`config.mk`:
```
export PLATFORM = sky130hd
export DESIGN_NAME = alu_issue_flat
export DESIGN_NICKNAME = d
export VERILOG_FILES = /design/src/rtl/alu_issue_if.sv /design/src/rtl/alu_issue.sv /design/src/flat_wrapper.sv
export SDC_FILE = /design/constraint.sdc
export NUM_CORES = 1
export LEC_CHECK = 0
export CAP_MARGIN = 25
export CORE_MARGIN = 2
export CORE_UTILIZATION = 36
export CTS_CLUSTER_SIZE = 28
export DETAILED_ROUTE_END_ITERATION = 6
export PLACE_DENSITY = 0.83
export REMOVE_ABC_BUFFERS = 1
export SLEW_MARGIN = 20
export SYNTH_ARGS = -nofsm -noshare
export SYNTH_HDL_FRONTEND = slang
export SYNTH_SLANG_ARGS = --single-unit
export TNS_END_PERCENT = 100
```
`constraint.sdc`:
```
create_clock -name clk -period 1.4 [get_ports clk]
set_input_delay 0.35 -clock clk [delete_from_list [all_inputs] [get_ports clk]]
set_output_delay 0.35 -clock clk [all_outputs]
set_load 0.005 [all_outputs]
```
`src/rtl/alu_issue_if.sv`:
```
// rtl/alu_issue_if.sv - bundle between register-read, the external ALU and write-back for alu_issue
//
// ALU op encodings (`ALU_*) are defined here unless the build already provides them.
//
// Signals (slave = alu_issue side):
//   in_valid/in_ready           instruction handshake
//   in_instr, in_pc             raw RV32I instruction and its address
//   in_rs1_val, in_rs2_val      register operands
//   alu_op_o, alu_a_o, alu_b_o  request to the combinational ALU
//   alu_result_i                ALU result
//   out_valid/out_ready         write-back handshake
//   out_result, out_rd, out_we  captured result and write-back metadata
//   out_is_branch, out_br_taken conditional branch outcome
//   out_illegal                 unsupported encoding flag

`ifndef ALU_ADD
`define ALU_ADD  4'd0
`define ALU_SUB  4'd1
`define ALU_SLL  4'd2
`define ALU_SLT  4'd3
`define ALU_SLTU 4'd4
`define ALU_XOR  4'd5
`define ALU_SRL  4'd6
`define ALU_SRA  4'd7
`define ALU_OR   4'd8
`define ALU_AND  4'd9
`define ALU_SEQ  4'd10
`endif

interface alu_issue_if #(
   parameter int DATA_WIDTH = 32
);
   logic                  in_valid;
   logic                  in_ready;
   logic [31:0]           in_instr;
   logic [DATA_WIDTH-1:0] in_pc;
   logic [DATA_WIDTH-1:0] in_rs1_val;
   logic [DATA_WIDTH-1:0] in_rs2_val;
   logic [3:0]            alu_op_o;
   logic [DATA_WIDTH-1:0] alu_a_o;
   logic [DATA_WIDTH-1:0] alu_b_o;
   logic [DATA_WIDTH-1:0] alu_result_i;
   logic                  out_valid;
   logic                  out_ready;
   logic [DATA_WIDTH-1:0] out_result;
   logic [4:0]            out_rd;
   logic                  out_we;
   logic                  out_is_branch;
   logic                  out_br_taken;
   logic                  out_illegal;

   modport slave (
      input  in_valid, in_instr, in_pc, in_rs1_val, in_rs2_val,
      output in_ready,
      output alu_op_o, alu_a_o, alu_b_o,
      input  alu_result_i,
      output out_valid, out_result, out_rd, out_we, out_is_branch, out_br_taken, out_illegal,
      input  out_ready
   );

   modport master (
      output in_valid, in_instr, in_pc, in_rs1_val, in_rs2_val,
      input  in_ready,
      input  alu_op_o, alu_a_o, alu_b_o,
      output alu_result_i,
      input  out_valid, out_result, out_rd, out_we, out_is_branch, out_br_taken, out_illegal,
      output out_ready
   );
endinterface

```
`src/rtl/alu_issue.sv`:
```
// rtl/alu_issue.sv - RV32I decode/issue stage driving an external combinational ALU
//
// Two-stage valid/ready pipeline: stage D holds the decoded ALU request (drives the
// ALU directly), stage R holds the captured result plus write-back metadata.
//
// Ports:
//   clk    rising-edge clock
//   rst_n  asynchronous active-low reset, clears both stages
//   bus    alu_issue_if.slave (instruction in, ALU request/result, write-back out)
//
// Optional feature macro: ALU_ILLEGAL_CHECK_EN
//   defined   - unsupported opcodes / funct3 / funct7 flag out_illegal, result 0, no write
//   undefined - no checking; unknown opcodes decode as an ADD of rs1 + I-imm with no write

module alu_issue #(
   parameter int DATA_WIDTH = 32
) (
   input  logic       clk,
   input  logic       rst_n,
   alu_issue_if.slave bus
);

   localparam logic [6:0] OPC_OP_IMM = 7'b0010011;
   localparam logic [6:0] OPC_OP     = 7'b0110011;
   localparam logic [6:0] OPC_LUI    = 7'b0110111;
   localparam logic [6:0] OPC_AUIPC  = 7'b0010111;
   localparam logic [6:0] OPC_JAL    = 7'b1101111;
   localparam logic [6:0] OPC_JALR   = 7'b1100111;
   localparam logic [6:0] OPC_LOAD   = 7'b0000011;
   localparam logic [6:0] OPC_STORE  = 7'b0100011;
   localparam logic [6:0] OPC_BRANCH = 7'b1100011;

   localparam logic [6:0] F7_BASE = 7'b0000000;
   localparam logic [6:0] F7_ALT  = 7'b0100000;

   // Sign-extend a 32-bit immediate to the datapath width.
   function automatic logic [DATA_WIDTH-1:0] sext32(input logic [31:0] v);
      return DATA_WIDTH'($signed(v));
   endfunction

   // Shared funct3 map of OP-IMM and OP; alt selects SRA over SRL.
   function automatic logic [3:0] f3_to_op(input logic [2:0] f3, input logic alt);
      logic [3:0] op;
      case (f3)
         3'b000:  op = `ALU_ADD;
         3'b001:  op = `ALU_SLL;
         3'b010:  op = `ALU_SLT;
         3'b011:  op = `ALU_SLTU;
         3'b100:  op = `ALU_XOR;
         3'b101:  op = alt ? `ALU_SRA : `ALU_SRL;
         3'b110:  op = `ALU_OR;
         default: op = `ALU_AND;
      endcase
      return op;
   endfunction

   // ---------------------------------------------------------------- decode
   logic [6:0]            w_opcode;
   logic [2:0]            w_funct3;
   logic [6:0]            w_funct7;
   logic [4:0]            w_rd;
   logic [DATA_WIDTH-1:0] w_imm_i;
   logic [DATA_WIDTH-1:0] w_imm_s;
   logic [DATA_WIDTH-1:0] w_imm_u;

   assign w_opcode = bus.in_instr[6:0];
   assign w_funct3 = bus.in_instr[14:12];
   assign w_funct7 = bus.in_instr[31:25];
   assign w_rd     = bus.in_instr[11:7];
   assign w_imm_i  = sext32({{20{bus.in_instr[31]}}, bus.in_instr[31:20]});
   assign w_imm_s  = sext32({{20{bus.in_instr[31]}}, bus.in_instr[31:25], bus.in_instr[11:7]});
   assign w_imm_u  = sext32({bus.in_instr[31:12], 12'b0});

   logic                  w_illegal;
   logic [3:0]            w_dec_op;
   logic [DATA_WIDTH-1:0] w_dec_a;
   logic [DATA_WIDTH-1:0] w_dec_b;
   logic                  w_dec_we;
   logic                  w_dec_is_branch;
   logic                  w_dec_br_invert;

`ifdef ALU_ILLEGAL_CHECK_EN
   always_comb begin
      w_illegal = 1'b0;
      case (w_opcode)
         OPC_OP_IMM: begin
            if (w_funct3 == 3'b001 && w_funct7 != F7_BASE)
               w_illegal = 1'b1;
            else if (w_funct3 == 3'b101 && w_funct7 != F7_BASE && w_funct7 != F7_ALT)
               w_illegal = 1'b1;
         end
         OPC_OP: begin
            if (w_funct7 != F7_BASE && w_funct7 != F7_ALT)
               w_illegal = 1'b1;
         end
         OPC_LUI, OPC_AUIPC, OPC_JAL, OPC_JALR, OPC_LOAD, OPC_STORE: w_illegal = 1'b0;
         OPC_BRANCH: begin
            if (w_funct3 == 3'b010 || w_funct3 == 3'b011)
               w_illegal = 1'b1;
         end
         default: w_illegal = 1'b1;
      endcase
   end
`else
   assign w_illegal = 1'b0;
`endif

   always_comb begin
      // Default is the I-type ADD shape (LOAD, and unknown opcodes without checking).
      w_dec_op        = `ALU_ADD;
      w_dec_a         = bus.in_rs1_val;
      w_dec_b         = w_imm_i;
      w_dec_we        = 1'b1;
      w_dec_is_branch = 1'b0;
      w_dec_br_invert = 1'b0;
      case (w_opcode)
         OPC_OP_IMM: w_dec_op = f3_to_op(w_funct3, bus.in_instr[30]);
         OPC_OP: begin
            w_dec_b = bus.in_rs2_val;
            if (w_funct3 == 3'b000 && bus.in_instr[30])
               w_dec_op = `ALU_SUB;
            else
               w_dec_op = f3_to_op(w_funct3, bus.in_instr[30]);
         end
         OPC_LUI: begin
            w_dec_a = '0;
            w_dec_b = w_imm_u;
         end
         OPC_AUIPC: begin
            w_dec_a = bus.in_pc;
            w_dec_b = w_imm_u;
         end
         OPC_JAL, OPC_JALR: begin
            // Only the link value pc+4 goes through the ALU.
            w_dec_a = bus.in_pc;
            w_dec_b = DATA_WIDTH'(4);
         end
         OPC_LOAD: w_dec_we = 1'b1;
         OPC_STORE: begin
            w_dec_b  = w_imm_s;
            w_dec_we = 1'b0;
         end
         OPC_BRANCH: begin
            w_dec_b         = bus.in_rs2_val;
            w_dec_we        = 1'b0;
            w_dec_is_branch = 1'b1;
            // Odd funct3 is the negated form of the even one; the ALU computes the
            // positive compare and stage R flips it.
            w_dec_br_invert = w_funct3[0];
            case (w_funct3[2:1])
               2'b10:   w_dec_op = `ALU_SLT;
               2'b11:   w_dec_op = `ALU_SLTU;
               default: w_dec_op = `ALU_SEQ;
            endcase
            if (w_funct3[2:1] == 2'b01)
               w_dec_br_invert = 1'b0;
         end
         default: w_dec_we = 1'b0;
      endcase

      if (w_illegal) begin
         w_dec_op        = `ALU_ADD;
         w_dec_a         = '0;
         w_dec_b         = '0;
         w_dec_we        = 1'b0;
         w_dec_is_branch = 1'b0;
         w_dec_br_invert = 1'b0;
      end

      if (w_rd == 5'd0)
         w_dec_we = 1'b0;
   end

   // ---------------------------------------------------------------- pipeline
   logic                  r_d_valid;
   logic [3:0]            r_d_op;
   logic [DATA_WIDTH-1:0] r_d_a;
   logic [DATA_WIDTH-1:0] r_d_b;
   logic [4:0]            r_d_rd;
   logic                  r_d_we;
   logic                  r_d_is_branch;
   logic                  r_d_br_invert;
   logic                  r_d_illegal;

   logic                  r_r_valid;
   logic [DATA_WIDTH-1:0] r_r_result;
   logic [4:0]            r_r_rd;
   logic                  r_r_we;
   logic                  r_r_is_branch;
   logic                  r_r_br_taken;
   logic                  r_r_illegal;

   logic w_r_adv;
   logic w_d_load;
   logic w_r_load;

   assign w_r_adv      = !r_r_valid || bus.out_ready;
   assign bus.in_ready = !r_d_valid || w_r_adv;
   assign w_d_load     = bus.in_valid && bus.in_ready;
   assign w_r_load     = r_d_valid && w_r_adv;

   always_ff @(posedge clk or negedge rst_n) begin
      if (!rst_n) begin
         r_d_valid     <= 1'b0;
         r_d_op        <= '0;
         r_d_a         <= '0;
         r_d_b         <= '0;
         r_d_rd        <= '0;
         r_d_we        <= 1'b0;
         r_d_is_branch <= 1'b0;
         r_d_br_invert <= 1'b0;
         r_d_illegal   <= 1'b0;
         r_r_valid     <= 1'b0;
         r_r_result    <= '0;
         r_r_rd        <= '0;
         r_r_we        <= 1'b0;
         r_r_is_branch <= 1'b0;
         r_r_br_taken  <= 1'b0;
         r_r_illegal   <= 1'b0;
      end else begin
         // A new instruction may enter D on the same edge the old one moves to R.
         if (w_d_load) begin
            r_d_valid     <= 1'b1;
            r_d_op        <= w_dec_op;
            r_d_a         <= w_dec_a;
            r_d_b         <= w_dec_b;
            r_d_rd        <= w_rd;
            r_d_we        <= w_dec_we;
            r_d_is_branch <= w_dec_is_branch;
            r_d_br_invert <= w_dec_br_invert;
            r_d_illegal   <= w_illegal;
         end else if (w_r_load) begin
            r_d_valid <= 1'b0;
         end

         if (w_r_load) begin
            r_r_valid     <= 1'b1;
            r_r_result    <= bus.alu_result_i;
            r_r_rd        <= r_d_rd;
            r_r_we        <= r_d_we;
            r_r_is_branch <= r_d_is_branch;
            r_r_br_taken  <= r_d_is_branch && (bus.alu_result_i[0] ^ r_d_br_invert);
            r_r_illegal   <= r_d_illegal;
         end else if (bus.out_ready) begin
            r_r_valid <= 1'b0;
         end
      end
   end

   assign bus.alu_op_o      = r_d_op;
   assign bus.alu_a_o       = r_d_a;
   assign bus.alu_b_o       = r_d_b;

   assign bus.out_valid     = r_r_valid;
   assign bus.out_result    = r_r_result;
   assign bus.out_rd        = r_r_rd;
   assign bus.out_we        = r_r_we;
   assign bus.out_is_branch = r_r_is_branch;
   assign bus.out_br_taken  = r_r_br_taken;
   assign bus.out_illegal   = r_r_illegal;

endmodule

```
`src/flat_wrapper.sv`:
```
// flat-port wrapper written by rule: the top's interface ports become plain ports
module alu_issue_flat 
#(
   parameter int DATA_WIDTH = 32
)
  (clk, rst_n, bus_in_valid, bus_in_instr, bus_in_pc, bus_in_rs1_val, bus_in_rs2_val, bus_in_ready, bus_alu_op_o, bus_alu_a_o, bus_alu_b_o, bus_alu_result_i, bus_out_valid, bus_out_result, bus_out_rd, bus_out_we, bus_out_is_branch, bus_out_br_taken, bus_out_illegal, bus_out_ready);
  alu_issue_if #(.DATA_WIDTH(DATA_WIDTH)) bus_i ();
  input  logic clk;
  input  logic rst_n;
  input wire logic [$bits(bus_i.in_valid)-1:0] bus_in_valid;
  input wire logic [$bits(bus_i.in_instr)-1:0] bus_in_instr;
  input wire logic [$bits(bus_i.in_pc)-1:0] bus_in_pc;
  input wire logic [$bits(bus_i.in_rs1_val)-1:0] bus_in_rs1_val;
  input wire logic [$bits(bus_i.in_rs2_val)-1:0] bus_in_rs2_val;
  output wire logic [$bits(bus_i.in_ready)-1:0] bus_in_ready;
  output wire logic [$bits(bus_i.alu_op_o)-1:0] bus_alu_op_o;
  output wire logic [$bits(bus_i.alu_a_o)-1:0] bus_alu_a_o;
  output wire logic [$bits(bus_i.alu_b_o)-1:0] bus_alu_b_o;
  input wire logic [$bits(bus_i.alu_result_i)-1:0] bus_alu_result_i;
  output wire logic [$bits(bus_i.out_valid)-1:0] bus_out_valid;
  output wire logic [$bits(bus_i.out_result)-1:0] bus_out_result;
  output wire logic [$bits(bus_i.out_rd)-1:0] bus_out_rd;
  output wire logic [$bits(bus_i.out_we)-1:0] bus_out_we;
  output wire logic [$bits(bus_i.out_is_branch)-1:0] bus_out_is_branch;
  output wire logic [$bits(bus_i.out_br_taken)-1:0] bus_out_br_taken;
  output wire logic [$bits(bus_i.out_illegal)-1:0] bus_out_illegal;
  input wire logic [$bits(bus_i.out_ready)-1:0] bus_out_ready;
  assign bus_i.in_valid = bus_in_valid;
  assign bus_i.in_instr = bus_in_instr;
  assign bus_i.in_pc = bus_in_pc;
  assign bus_i.in_rs1_val = bus_in_rs1_val;
  assign bus_i.in_rs2_val = bus_in_rs2_val;
  assign bus_in_ready = bus_i.in_ready;
  assign bus_alu_op_o = bus_i.alu_op_o;
  assign bus_alu_a_o = bus_i.alu_a_o;
  assign bus_alu_b_o = bus_i.alu_b_o;
  assign bus_i.alu_result_i = bus_alu_result_i;
  assign bus_out_valid = bus_i.out_valid;
  assign bus_out_result = bus_i.out_result;
  assign bus_out_rd = bus_i.out_rd;
  assign bus_out_we = bus_i.out_we;
  assign bus_out_is_branch = bus_i.out_is_branch;
  assign bus_out_br_taken = bus_i.out_br_taken;
  assign bus_out_illegal = bus_i.out_illegal;
  assign bus_i.out_ready = bus_out_ready;
  alu_issue #(.DATA_WIDTH(DATA_WIDTH)) u_core (.clk(clk), .rst_n(rst_n), .bus(bus_i));
endmodule
```
* After elaboration in Yosys (flattened, before gate mapping)
Index checks and enable logic that the tools add are counted.
Word-level totals: register bits 118, input port bits 164, output and inout port bits 111, logic and storage cells 66
Cells by class: equal/unequal tests 18, muxes and demuxes 16, bitwise operators 1, reduce and logical (&&, ||, !) cells 17
Operators by type and width (count):
- case mux 32 bit (4 select lines) | 1
- case mux 32 bit (2 select lines) | 1
- case mux 4 bit (7 select lines) | 1
- == test 7 x 6 -> 1 bit (second input constant) | 3
- == test 7 bit (second input constant) | 3
- == test 7 x 5 -> 1 bit (second input constant) | 2
- case mux 4 bit (3 select lines) | 1
- 2-to-1 mux 1 bit | 10
- == test 3 bit (second input constant) | 3
- case mux 4 bit (2 select lines) | 1
- == test 7 x 2 -> 1 bit (second input constant) | 1
- OR reduction 7 bit | 1
- == test 3 x 2 -> 1 bit (second input constant) | 2
- OR reduction 2 bit | 3
- logical NOT 5 bit | 1
- == test 2 bit (second input constant) | 2
- logical AND 1 bit | 4
- 2-to-1 mux 4 bit | 1
- nonzero test 2 bit | 2
- == test 3 x 1 -> 1 bit (second input constant) | 1
- logical NOT 3 bit | 1
- OR reduction 3 bit | 1
- == test 2 x 1 -> 1 bit (second input constant) | 1
- logical NOT 1 bit | 2
- other kinds (2) | 3

* Depth between registers and ports, before layout
Gate-level depths: netlist of the first run.
depth after elaboration 5, mapped depth 7, depth with buffers taken out 4

* Worst setup path after synthesis of the first run
OpenSTA, ideal clock, no wires.
path kind input to register, start in bus_in_instr[6], end reg u_core.r_d_b[13] (netlist: u_core.bus.alu_b_o[13]), setup time 0.124 ns, arrival time 1.558 ns, path slack -0.282 ns, stages on the path 7, cells stage by stage buf_2 or3b_1 a21o_1 buf_6 a31oi_4 buf_6 a21oi_1
Between the ends: longest elaborated chain between the ends 3
Ends and longest elaborated chain:
- start: declaration | line flat_wrapper.sv:11 | input wire logic [$bits(bus_i.in_instr)-1:0] bus_in_instr;
- == test 7 x 6 -> 1 bit, or another cell as far along | line alu_issue.sv:116 | case (w_opcode)
- OR reduction 2 bit (no line)
- case mux 32 bit (4 select lines) (*) | line alu_issue.sv:116
- end signal: assignment | line alu_issue.sv:226 | r_d_b <= w_dec_b;
- end: declaration | line alu_issue.sv:178 | logic [DATA_WIDTH-1:0] r_d_b;
Every way passes the cells marked *; elsewhere a longest branch is shown, timed or not. A chain may end at the register's enable or synchronous reset.

* Final worst setup path of the first run
start reg u_core.r_r_valid (netlist: u_core.bus.out_valid), end reg u_core.r_d_b[22] (netlist: u_core.bus.alu_b_o[22])
Between the ends: longest elaborated chain between the ends 4
Ends and longest elaborated chain:
- start: declaration | line alu_issue.sv:185 | logic r_r_valid;
- start signal: assignment | line alu_issue.sv:213 | r_r_valid <= 1'b0;
- start signal: assignment | line alu_issue.sv:237 | r_r_valid <= 1'b1;
- start signal: assignment | line alu_issue.sv:245 | r_r_valid <= 1'b0;
- logical NOT 1 bit | line alu_issue.sv:197 | assign w_r_adv = !r_r_valid || bus.out_ready;
- logical OR 1 bit | line alu_issue.sv:197
- logical OR 1 bit | line alu_issue.sv:198 | assign bus.in_ready = !r_d_valid || w_r_adv;
- logical AND 1 bit | line alu_issue.sv:199 | assign w_d_load = bus.in_valid && bus.in_ready;
Every way passes these cells.

==> results.md, run 1 <==
- Outcome: finished with violations
- Violated checks: negative setup slack
- Antenna-violating nets left: 0
- Rows: 44
- Synth Instances: 523
- HP Class: in2reg
- Fillers: just under 1,000
- Worst skew pair latency: roughly 400 ps
- Drt pass-1 iters: 5
- Initial antenna violation count: 1
- Fraction of layout instances using a drive strength above 1: 0.446
- Max Slew Vio Count: 0
- Post-Synth Adder-Cell Area: 0
- Critical path's most frequent cell: buf_12
- CP endpoint: u_core.bus.alu_b_o[22]$_DFFE_PN0P_
- CP max stage cell: dfrtp_1
- CTS tree: done
- Clk_skew: 7.03 ps
- Total CTS buffers: 17
- Cell Chain, Critical Path: nand3b_1 > buf_6 > nand2_8 > a31oi_4 > buf_12 > buf_12 > buf_12 > a21oi_2
- Delay-heaviest family, CP: buffers and inverters
- Detailed Route Iter0 Violations: around 270
- Synthesized area per cell: slightly above 10 um^2
- Initial Util: 0.366
- Htree depth: 4
- Netlist cell types: 42
- Fmax: 663 MHz
- CP Capture Type: register
- Async SR Flop Fraction: 1.00
- Final WL: between 20 and 25 mm
- VDD IR max: about 0.89 mV
- Layout Nets: between 1,000 and 1,500
- Die area: 15,600 um^2
- Setup slack, reg-to-reg: -110 ps
- Cells after DPL: around 1,000
- Die extent in x: between 100 and 150 um
- Reg-to-Reg Start: u_core.bus.out_valid$_DFFE_PN0P_
- Largest family of logic cells by synthesized area: compound AO/OA/AOI/OAI gates
- Non-filler cells, final: between 1,000 and 1,500
- Max-cap viol count: 0
- Die Y: ~130 um
- Fin crit share: 1.08
- Post-synthesis mux area share: 0.0852
- Clock sinks: between 100 and 150
- Post-Synth Simple-Gate Area: 0.114
- # IOs: roughly 280
- Synth-to-Final Area Change: 103%
- Crit-path max FO: 5
- Yosys reg bits: 118
- Core area: about 14,000 um^2
- Routed wire length per instance: between 15 and 20 um
- WP buf/inv: 4
- DRC Markers: 0
- Post-synthesis xor/xnor area fraction: 0.00332
- Top cells by area, synth: dfrtp_1, a21oi_1, mux2_2
- Multi-input logic area: 2960 um^2
- First-pass GRT wire length: around 32 mm
- Final worst slack: -107 ps
- EDFF count, synth: 0
- Total number of vias: 5,817
- Post-synthesis instance area: 5280 um^2
- CTS max path bufs: 2
- Largest stage delay on the critical path: ~400 ps
- Setup tns final: -1920 ps
- Gr ovfl total: 0
- DR vias/cell: about 5.3
- Dpl hpwl: 12.6 mm
- Reg-to-reg endpoint: u_core.bus.alu_b_o[22]$_DFFE_PN0P_
- Total track usage: 0.257
- Min cycle time layout: between 1500 and 2000 ps
- Clk slew on worst S/H paths: 60 ps
- Data arrival, critical path: roughly 1800 ps
- YS warnings: 0
- Worst path depth: 8
- Setup crit start: u_core.bus.out_valid$_DFFE_PN0P_
- CTS Root Cell: clkbuf_16
- Area share of the largest cell type after synthesis: 0.560
- PortBufs: approximately 270
- Crit start category: register
- Area leader, netlist: dfrtp_1
- Placer Congestion: around 0.85
- Vias in the first global route: around 5,800
- Pin count of the biggest net entering global routing: 38
- Static Leak: 4.42 nW
- R2R cell count: 8
- CP Class: reg2reg
- Unrepaired setup endpoints after global routing: true
- Final Hold Fails: 0
- PwrDens: approximately 1100 nW/um^2
- Final setup viols: about 50
- Crit path required time: ~1700 ps
- Main synth FF type: dfrtp_1
- Register area: roughly 3000 um^2
- Sequential share of the synthesized area: 0.560
- Post-synthesis compound-gate area fraction: 0.196
[area by class of cell]
| cell class | count | area share |
|---|---|---|
| antenna | 2 | 0.000466 |
| clock buffer | 17 | 0.0396 |
| clock inverter | 15 | 0.0180 |
| inverter | 3 | 0.00105 |
| multi-input combinational | 360 | 0.276 |
| sequential | 118 | 0.275 |
| tap | 184 | 0.0215 |
| timing repair buffer | 389 | 0.369 |
[kinds of logic after synthesis]
group,after synthesis
AO/OA/AOI/OAI,182
AND/OR/NAND/NOR,134
multiplexers,40
XOR/XNOR,2
other,1
buffers and inverters,46
flip-flops,118
[through the flow]
| step | power, W | setup WS, ps | util | hold slack, ps | area [um^2] |
|---|---|---|---|---|---|
| global placement | 0.00671 | -703 | 0.594 | 256 | 8570 |
| CTS | 0.0116 | -175 | 0.704 | 363 | 10200 |
| finish | 0.0120 | -107 | 0.744 | 380 | 10700 |
| detailed placement | 0.00678 | -744 | 0.594 | 260 | 8570 |
| global route | 0.0125 | -156 | 0.744 | 384 | 10700 |
| floorplan | 0.00490 | -1250 | - | 54.4 | 5070 |
[placed cells by master, fill, tap and decap left out, drive strengths merged, types with 3 or more instances in the layout]
| master | Yosys | layout |
|---|---|---|
| nand2 | 28 | 28 |
| buf | 20 | 123 |
| a221oi | 4 | 4 |
| a21oi | 103 | 103 |
| clkdlybuf4s15 | 0 | 59 |
| dfrtp | 118 | 118 |
| dlygate4sd2 | 0 | 4 |
| nor3 | 3 | 3 |
| mux2 | 39 | 39 |
| o31ai | 3 | 3 |
| nand2b | 7 | 7 |
| clkdlybuf4s50 | 0 | 153 |
| o21ai | 38 | 38 |
| inv | 3 | 8 |
| a22oi | 20 | 20 |
| clkbuf | 23 | 63 |
| nor2 | 70 | 70 |
| bufinv | 0 | 3 |
| nand3 | 14 | 14 |
| a31oi | 4 | 4 |
| clkinv | 0 | 6 |
[state kept, by name, summed over array words and instances (netlist names), 4 cells and up]
name,flops
u_core.r_d_rd,5
u_core.bus.out_result,32
u_core.bus.alu_b_o,32
u_core.bus.alu_a_o,32
u_core.bus.out_rd,5
u_core.bus.alu_op_o,4
[cells in the mapped netlist, types with 2 or more instances]
cell type  instances
nand2b_1           6
a221oi_1           4
inv_1              3
buf_1              5
a22oi_1           20
buf_2             11
nand2_1           28
nand3_1           14
nor3_1             3
o31ai_1            3
a31oi_1            3
dfrtp_1          118
o22ai_1            2
a21o_1             2
nor4_1             2
a21boi_0           2
mux2_2            39
xor2_1             2
o21ai_0           38
buf_6              3
nand3b_1           2
a21oi_1          103
clkbuf_2           3
clkbuf_1          20
nor2_1            70
[routing by layer]
metal / part of all wire / vias up / global-route usage / routed length [um]
li1: - / 2605 / - / -
met2: 0.52 / 262 / 0.430 / 11100
met3: 0.068 / 52 / 0.0693 / 1470
met1: 0.38 / 2898 / 0.315 / 8250
met4: 0.033 / 0 / 0.106 / 717
met5: 0 / - / 0 / 0
[worst register-to-register path, cell delays in order, from the launching register on]
cell and delay [ps]:
dfrtp_1 400, nand3b_1 140, buf_6 150, nand2_8 70
a31oi_4 210, buf_12 160, buf_12 100, buf_12 110
a21oi_2 50
[power by group]
group	switching [W]	total, W	internal [W]
registers	0.000336	0.00424	0.00390
clock network	0.00174	0.00458	0.00284
logic	0.00126	0.00313	0.00187
[how the worst min path moves through the flow]
stage	startpoint	to	slack, ps	cells after the start
3_3_place_gp	rst_n	u_core.bus.out_result[14]$_DFFE_PN0P_	260	1
6_report	bus_out_ready	u_core.bus.out_valid$_DFFE_PN0P_	380	3
4_1_cts	rst_n	u_core.bus.out_result[14]$_DFFE_PN0P_	360	2
5_1_grt	bus_out_ready	u_core.bus.out_valid$_DFFE_PN0P_	380	3
3_5_place_dp	rst_n	u_core.bus.out_result[14]$_DFFE_PN0P_	260	1
2_1_floorplan	rst_n	u_core.bus.alu_a_o[0]$_DFFE_PN0P_	50	0
[timing repair]
item / 4_1_cts / 5_1_grt
setup buffers: 37 / 25
resized for setup: 350 / 215
setup endpoints to repair: 180 / 152
hold buffers: 1 / 0
pin swaps: 19 / 22
gates cloned: 14 / 4
hold endpoints to repair: 13 / 0
(Power assumes the default switching activity.)
==> run 2: changes to the inputs <==
CAP_MARGIN = unset   (was 25)
CORE_UTILIZATION = 40   (was 36)
PLACE_DENSITY = 0.87   (was 0.83)
clock period = 1.5 ns   (was 1.4 ns; I/O delays follow)
==> run 2 against run 1 <==
Compared with the run above: the run now ends clean; utilization up 0.21 points; first-iteration DRC count up 57%; sequential power down 8.3%; combinational power down 29%; wire length down 5.9%; total power down 16%; highest routed layer is now met5.
==> results.md, run 2 (same netlist as run 1, synthesis figures left out) <==
- CP Class: reg2out
- Delay-heaviest family, CP: flip-flops
- Final core occ: 0.746 (+0.00214)
- Data arrival, critical path: 1110 ps (-690 ps)
- Setup tns final: 0 ps (+1920 ps)
- Core area: 12,700 um^2 (-12%)
- Diode count: 0 (-2)
- Most frequent cells in the layout: clkdlybuf4s50_1, dfrtp_1, dlygate4sd2_1
- HP Class: in2reg
- WP buf/inv: 1 (-3)
- WHS: 363 ps (-16.8 ps)
- Pin count of the biggest net entering global routing: 57 (+50%)
- Static Leak: 4.02 nW (-8.9%)
- PwrDens: 1060 nW/um^2 (-4.6%)
- Max-cap viol count: 0 (unchanged)
- Max Slew Vio Count: 0 (unchanged)
- First-pass GRT wire length: 31.2 mm (-1.2%)
- CTS max path bufs: 2 (unchanged)
- Placer Congestion: 0.889 (+4.2%)
- Synth-to-Final Area Change: 79.9%
- Crit-path max FO: 2 (-3)
- CTS Root Cell: clkbuf_16
- Fillers: 881 (-8.5%)
- DRC Markers: 0 (unchanged)
- Fin crit share: 0.987
- Layout Nets: 999 (-5.1%)
- CP max stage cell: dfrtp_1
- Total CTS buffers: 17 (unchanged)
- Die extent in x: 119 um (-5.0%)
- Antenna-violating nets left: 0 (unchanged)
- Gr ovfl total: 0 (unchanged)
- Final WL: 20.3 mm (-5.9%)
- Cell Chain, Critical Path: dlygate4sd2_1
- Clk slew on worst S/H paths: 50 ps (about the same)
- CTS tree: done
- Min-delay src: bus_out_ready
- Total track usage: 0.284 (+0.0267)
- VDD IR max: 0.773 mV (-13%)
- Worst skew pair latency: 410 ps (about the same)
- Outcome: complete, no violations
- Clk_skew: 7.29 ps (+0.256 ps)
- Detailed Route Iter0 Violations: 423 (+57%)
- Initial Util: 0.415 (+0.0489)
- Fmax: just under 700 MHz
- # IOs: 275 (unchanged)
- Die Y: 119 um (-5.0%)
- Min cycle time layout: between 1000 and 1500 ps
- Largest stage delay on the critical path: 400 ps (about the same)
- Final Hold Fails: 0 (unchanged)
- Routed wire length per instance: 19.9 um (+0.36%)
- Clock sinks: 118 (unchanged)
- Fraction of layout instances using a drive strength above 1: 0.200 (-0.245)
- Initial antenna violation count: 1 (unchanged)
- Rows: 41 (-6.8%)
- Most common cell after layout, fill and taps aside: clkdlybuf4s50_1
- Drt pass-1 iters: 5 (unchanged)
- Vias in the first global route: 6,002 (+2.9%)
- Crit start category: register
- Crit path required time: 1120 ps (-570 ps)
- DR vias/cell: 5.46 (+2.1%)
- Reg-to-Reg Start: u_core.r_d_valid$_DFFE_PN0P_
- Dpl hpwl: 13.0 mm (+3.6%)
- Die area: 14,100 um^2 (-9.7%)
- CP Capture Type: output port
- Final setup viols: 0 (-100%)
- Setup crit start: u_core.bus.alu_a_o[20]$_DFFE_PN0P_
- Total number of vias: 5,568 (-4.3%)
- Htree depth: 4 (unchanged)
- PortBufs: 273 (unchanged)
run 2: changes by cell type in the layout (fill, tap and decap cells not counted), moves of 11 or more:
cell	delta
a21oi_1	+51
a21oi_2	-50
buf_2	-11
buf_4	-28
clkbuf_2	-42
clkdlybuf4s15_1	-55
dlygate4sd2_1	+107
nor2_1	+56
nor2_2	-13
nor2_4	-43
run 2: final cells by class:
type / instances / area [um^2] / area share
Clock buffer: 23 / 478 / 0.0504
Sequential cell: 118 / 2950 / 0.311
Clock inverter: 9 / 100 / 0.0105
Inverter: 3 / 11.3 / 0.00119
Multi-Input combinational cell: 359 / 2300 / 0.243
Tap cell: 172 / 215 / 0.0227
Timing Repair Buffer: 336 / 3430 / 0.361
run 2: metrics by stage:
| stage | cells | setup WS [ps] | power, W | cell area (um^2) |
|---|---|---|---|---|
| after global routing | 1020 | -28.3 | 0.0105 | 9490 |
| after CTS | 1018 | -34.5 | 0.0101 | 9390 |
| after floorplan | 480 | -1180 | 0.00457 | 5070 |
| final | 1020 | 19.1 | 0.0101 | 9490 |
| after global placement | 965 | -609 | 0.00623 | 8470 |
| after detailed placement | 965 | -635 | 0.00633 | 8470 |
run 2: timing repair:
action,in CTS,in global routing
setup endpoints to repair,176,57
pin swaps,14,9
gates cloned,8,2
setup buffers,12,2
gates resized for setup,157,24
hold buffers,1,0
endpoints found under the hold margin,13,0
run 2: power breakdown:
part | switching [W] | leakage (nW) | internal (W)
clock network | 0.00140 | 0.283 | 0.00256
logic | 0.000923 | 2.38 | 0.00131
registers | 0.000250 | 1.36 | 0.00364
run 2: path summary, 6_finish.rpt:
path                       cells after the start                                    end  slack [ps]
min in group asynchronous                      2  u_core.bus.out_result[14]$_DFFE_PN0P_         380
hold / removal                                 3       u_core.bus.out_valid$_DFFE_PN0P_         360
max in group asynchronous                      3  u_core.bus.out_result[10]$_DFFE_PN0P_         570
setup reg to reg                               5      u_core.bus.alu_b_o[2]$_DFFE_PN0P_          40
hold reg to reg                                2           u_core.r_d_rd[2]$_DFFE_PN0P_         470
setup / recovery                               1                        bus_alu_a_o[20]          20
run 2: metal layers:
metal	GRT usage	vias up	share of wire
li1	-	2484	-
met1	0.326	2667	0.38
met2	0.478	349	0.49
met3	0.0862	66	0.092
met4	0.144	2	0.038
met5	0	-	0.00064
==> run 3: changes to the inputs <==
PLACE_DENSITY = 0.81   (was 0.87)
==> run 3 against run 2 <==
Compared with the run above: global-route usage fell by 2.5 points; sequential share of layout area rose by 0.51 points; utilization fell by 1.2 points; hold slack got worse by 49 ps; clock power fell by 4%; largest cell class unchanged; wire length fell by 0.68%; die area did not move; maximum frequency fell by 1.9%; the flow now finishes with violations (negative setup slack); total power fell by 1.3%; combinational power rose by 2%; non-clock buffer count rose by 3.
==> results.md, run 3 (same netlist as run 1, synthesis figures left out) <==
- Most common cell after layout, fill and taps aside: clkdlybuf4s50_1
- Crit start category: register
- Final setup viols: 5 (+5)
- Initial Util: 0.415 (unchanged)
- Min cycle time layout: 1510 ps (+29.3 ps)
- CP max stage cell: dfrtp_1
- Final worst slack: -10.2 ps (-29.3 ps)
- Pin count of the biggest net entering global routing: 88 (+54%)
- DR vias/cell: 5.40 (-1.0%)
- Clock sinks: 118 (unchanged)
- VDD IR max: 0.591 mV (-24%)
- PortBufs: 273 (unchanged)
- CTS Root Cell: clkbuf_16
- CTS max path bufs: 2 (unchanged)
- Total track usage: 0.259 (-0.0246)
- Worst skew pair latency: 420 ps (about the same)
- Detailed Route Iter0 Violations: 424 (+0.24%)
- CTS tree: done
- Top Usage Layer GRT: met2
- CP Capture Type: register
- Core area: 12,700 um^2 (unchanged)
- Outcome: finished with violations
- Data arrival, critical path: 1810 ps (+700 ps)
- # IOs: 275 (unchanged)
- HP Class: in2reg
- Synth-to-Final Area Change: 77.0%
- Die extent in x: 119 um (unchanged)
- Tot Pwr: 0.00996 W (-1.3%)
- P_sw: 0.00259 W (+0.41%)
- Largest stage delay on the critical path: 390 ps (about the same)
- Switch share: 0.260 (+0.00441)
- Antenna-violating nets left: 0 (unchanged)
- Final WL: 20.1 mm (-0.68%)
- Clock Power Share: 0.382 (-0.011)
- Delay-heaviest family, CP: flip-flops
- Most frequent cells in the layout: clkdlybuf4s50_1, dfrtp_1, dlygate4sd2_1
- Gr ovfl total: 0 (unchanged)
- PwrDens: 1070 nW/um^2 (+0.32%)
- Met2 usage: 0.449 (-0.0287)
- Drt pass-1 iters: 7 (+2)
- P_int: 0.00737 W (-1.9%)
- WP buf/inv: 2 (+1)
- Violated checks: negative setup slack
- Final Hold Fails: 0 (unchanged)
- Fillers: 890 (+1.0%)
- CP Class: reg2reg
- Max Slew Vio Count: 0 (unchanged)
- Routing usage on met1: 0.285 (-0.0415)
- Die Y: 119 um (unchanged)
- Clk slew on worst S/H paths: 50 ps (about the same)
- DRC Markers: 0 (unchanged)
- Fraction of layout instances using a drive strength above 1: 0.192 (-0.00798)
- Max-cap viol count: 0 (unchanged)
- Fmax: 662 MHz (-1.9%)
- Fin crit share: 1.01 (+0.0195)
- Placed Area: 8510 um^2 (+0.50%)
- Total number of vias: 5,537 (-0.56%)
- Layout Nets: 1,003 (+0.40%)
- Die area: 14,100 um^2 (unchanged)
- Clk_skew: 9.30 ps (+2.01 ps)
- Met3 global-route usage: 0.0943 (+0.00814)
- Vias in the first global route: 5,433 (-9.5%)
- Total CTS buffers: 17 (unchanged)
- Initial antenna violation count: 1 (unchanged)
- Htree depth: 4 (unchanged)
- Routed wire length per instance: 19.6 um (-1.2%)
- Crit-path max FO: 7 (+5)
- Rows: 41 (unchanged)
- Unrepaired setup endpoints after global routing: true
- Crit path required time: 1800 ps (+680 ps)
- Comb power frac: 0.228 (+0.007)
- Placer Congestion: 0.833 (-6.3%)
- Static Leak: 4.00 nW (-0.64%)
- Dpl hpwl: 13.0 mm (about the same)
- Post-layout instance area: 9340 um^2 (-1.6%)
- Cell Chain, Critical Path: nand3b_1 > buf_6 > nand2_8 > a31oi_4 > clkbuf_16 > a21oi_2
- Sequential Power Share: 0.390 (+0.004)
- First-pass GRT wire length: 28.4 mm (-9.0%)
-- run 3: per-stage QoR --
stage | instances | TNS [ps] | hold WS, ps | utilization | setup WS, ps
2_1_floorplan | 480 | -84170 | 79.4 | - | -1180
3_3_place_gp | 971 | -50930 | 423 | 0.669 | -597
3_5_place_dp | 971 | -55290 | 431 | 0.669 | -679
4_1_cts | 1011 | -113 | 480 | 0.710 | -113
5_1_grt | 1024 | -934 | 343 | 0.734 | -63.9
6_report | 1025 | -28.0 | 314 | 0.734 | -10.2
-- run 3: cell type report --
class | instances | area (um^2) | share of cell area
Clock inverter | 9 | 76.3 | 0.00817
Tap cell | 172 | 215 | 0.0230
Antenna cell | 1 | 2.50 | 0.000268
Sequential cell | 118 | 2950 | 0.316
Multi-Input combinational cell | 360 | 2230 | 0.239
Inverter | 3 | 11.3 | 0.00121
Clock buffer | 23 | 478 | 0.0512
Timing Repair Buffer | 339 | 3370 | 0.361
-- run 3: timing repair --
action / CTS / global route
hold buffers: 1 / 0
buffers inserted: 7 / 3
resized for setup: 132 / 28
endpoints found under the hold margin: 31 / 0
cloned: 0 / 10
pin swaps: 4 / 8
endpoints found under the setup margin: 181 / 67
-- run 3: worst paths after layout --
path                                         startpoint                            endpoint  slack, ps  cells after the start
max                        u_core.r_d_valid$_DFFE_PN0P_  u_core.bus.alu_b_o[29]$_DFFE_PN0P_        -10                      6
min                                       bus_out_ready    u_core.bus.out_valid$_DFFE_PN0P_        310                      3
max reg2reg                u_core.r_d_valid$_DFFE_PN0P_  u_core.bus.alu_b_o[29]$_DFFE_PN0P_        -10                      6
min reg2reg                u_core.r_d_rd[4]$_DFFE_PN0P_        u_core.r_d_rd[4]$_DFFE_PN0P_        470                      2
max in group asynchronous                         rst_n  u_core.bus.alu_a_o[31]$_DFFE_PN0P_        550                      3
min in group asynchronous                         rst_n  u_core.bus.alu_a_o[12]$_DFFE_PN0P_        540                      3
-- run 3: layer usage --
layer  vias to the layer above  part of all wire
met3                        53             0.087
met1                      2667              0.38
met2                       332              0.50
li1                       2485                 -
met5                         -                 0
met4                         0             0.032
-- run 3: power by group through the flow --
| stage | registers, W | logic, W | clock network, W |
|---|---|---|---|
| floorplan | 0.00395 | 0.000619 | 0 |
| global placement | 0.00392 | 0.00231 | 0 |
| detailed placement | 0.00394 | 0.00237 | 0 |
| CTS | 0.00388 | 0.00215 | 0.00383 |
| global route | 0.00393 | 0.00242 | 0.00396 |
| finish | 0.00388 | 0.00227 | 0.00380 |
-- run 3: tightest hold or removal path, delay by kind of cell --
kind | cells | cell delay, ps
buffers and inverters | 1 | 110
and+or+nand+nor | 2 | 200
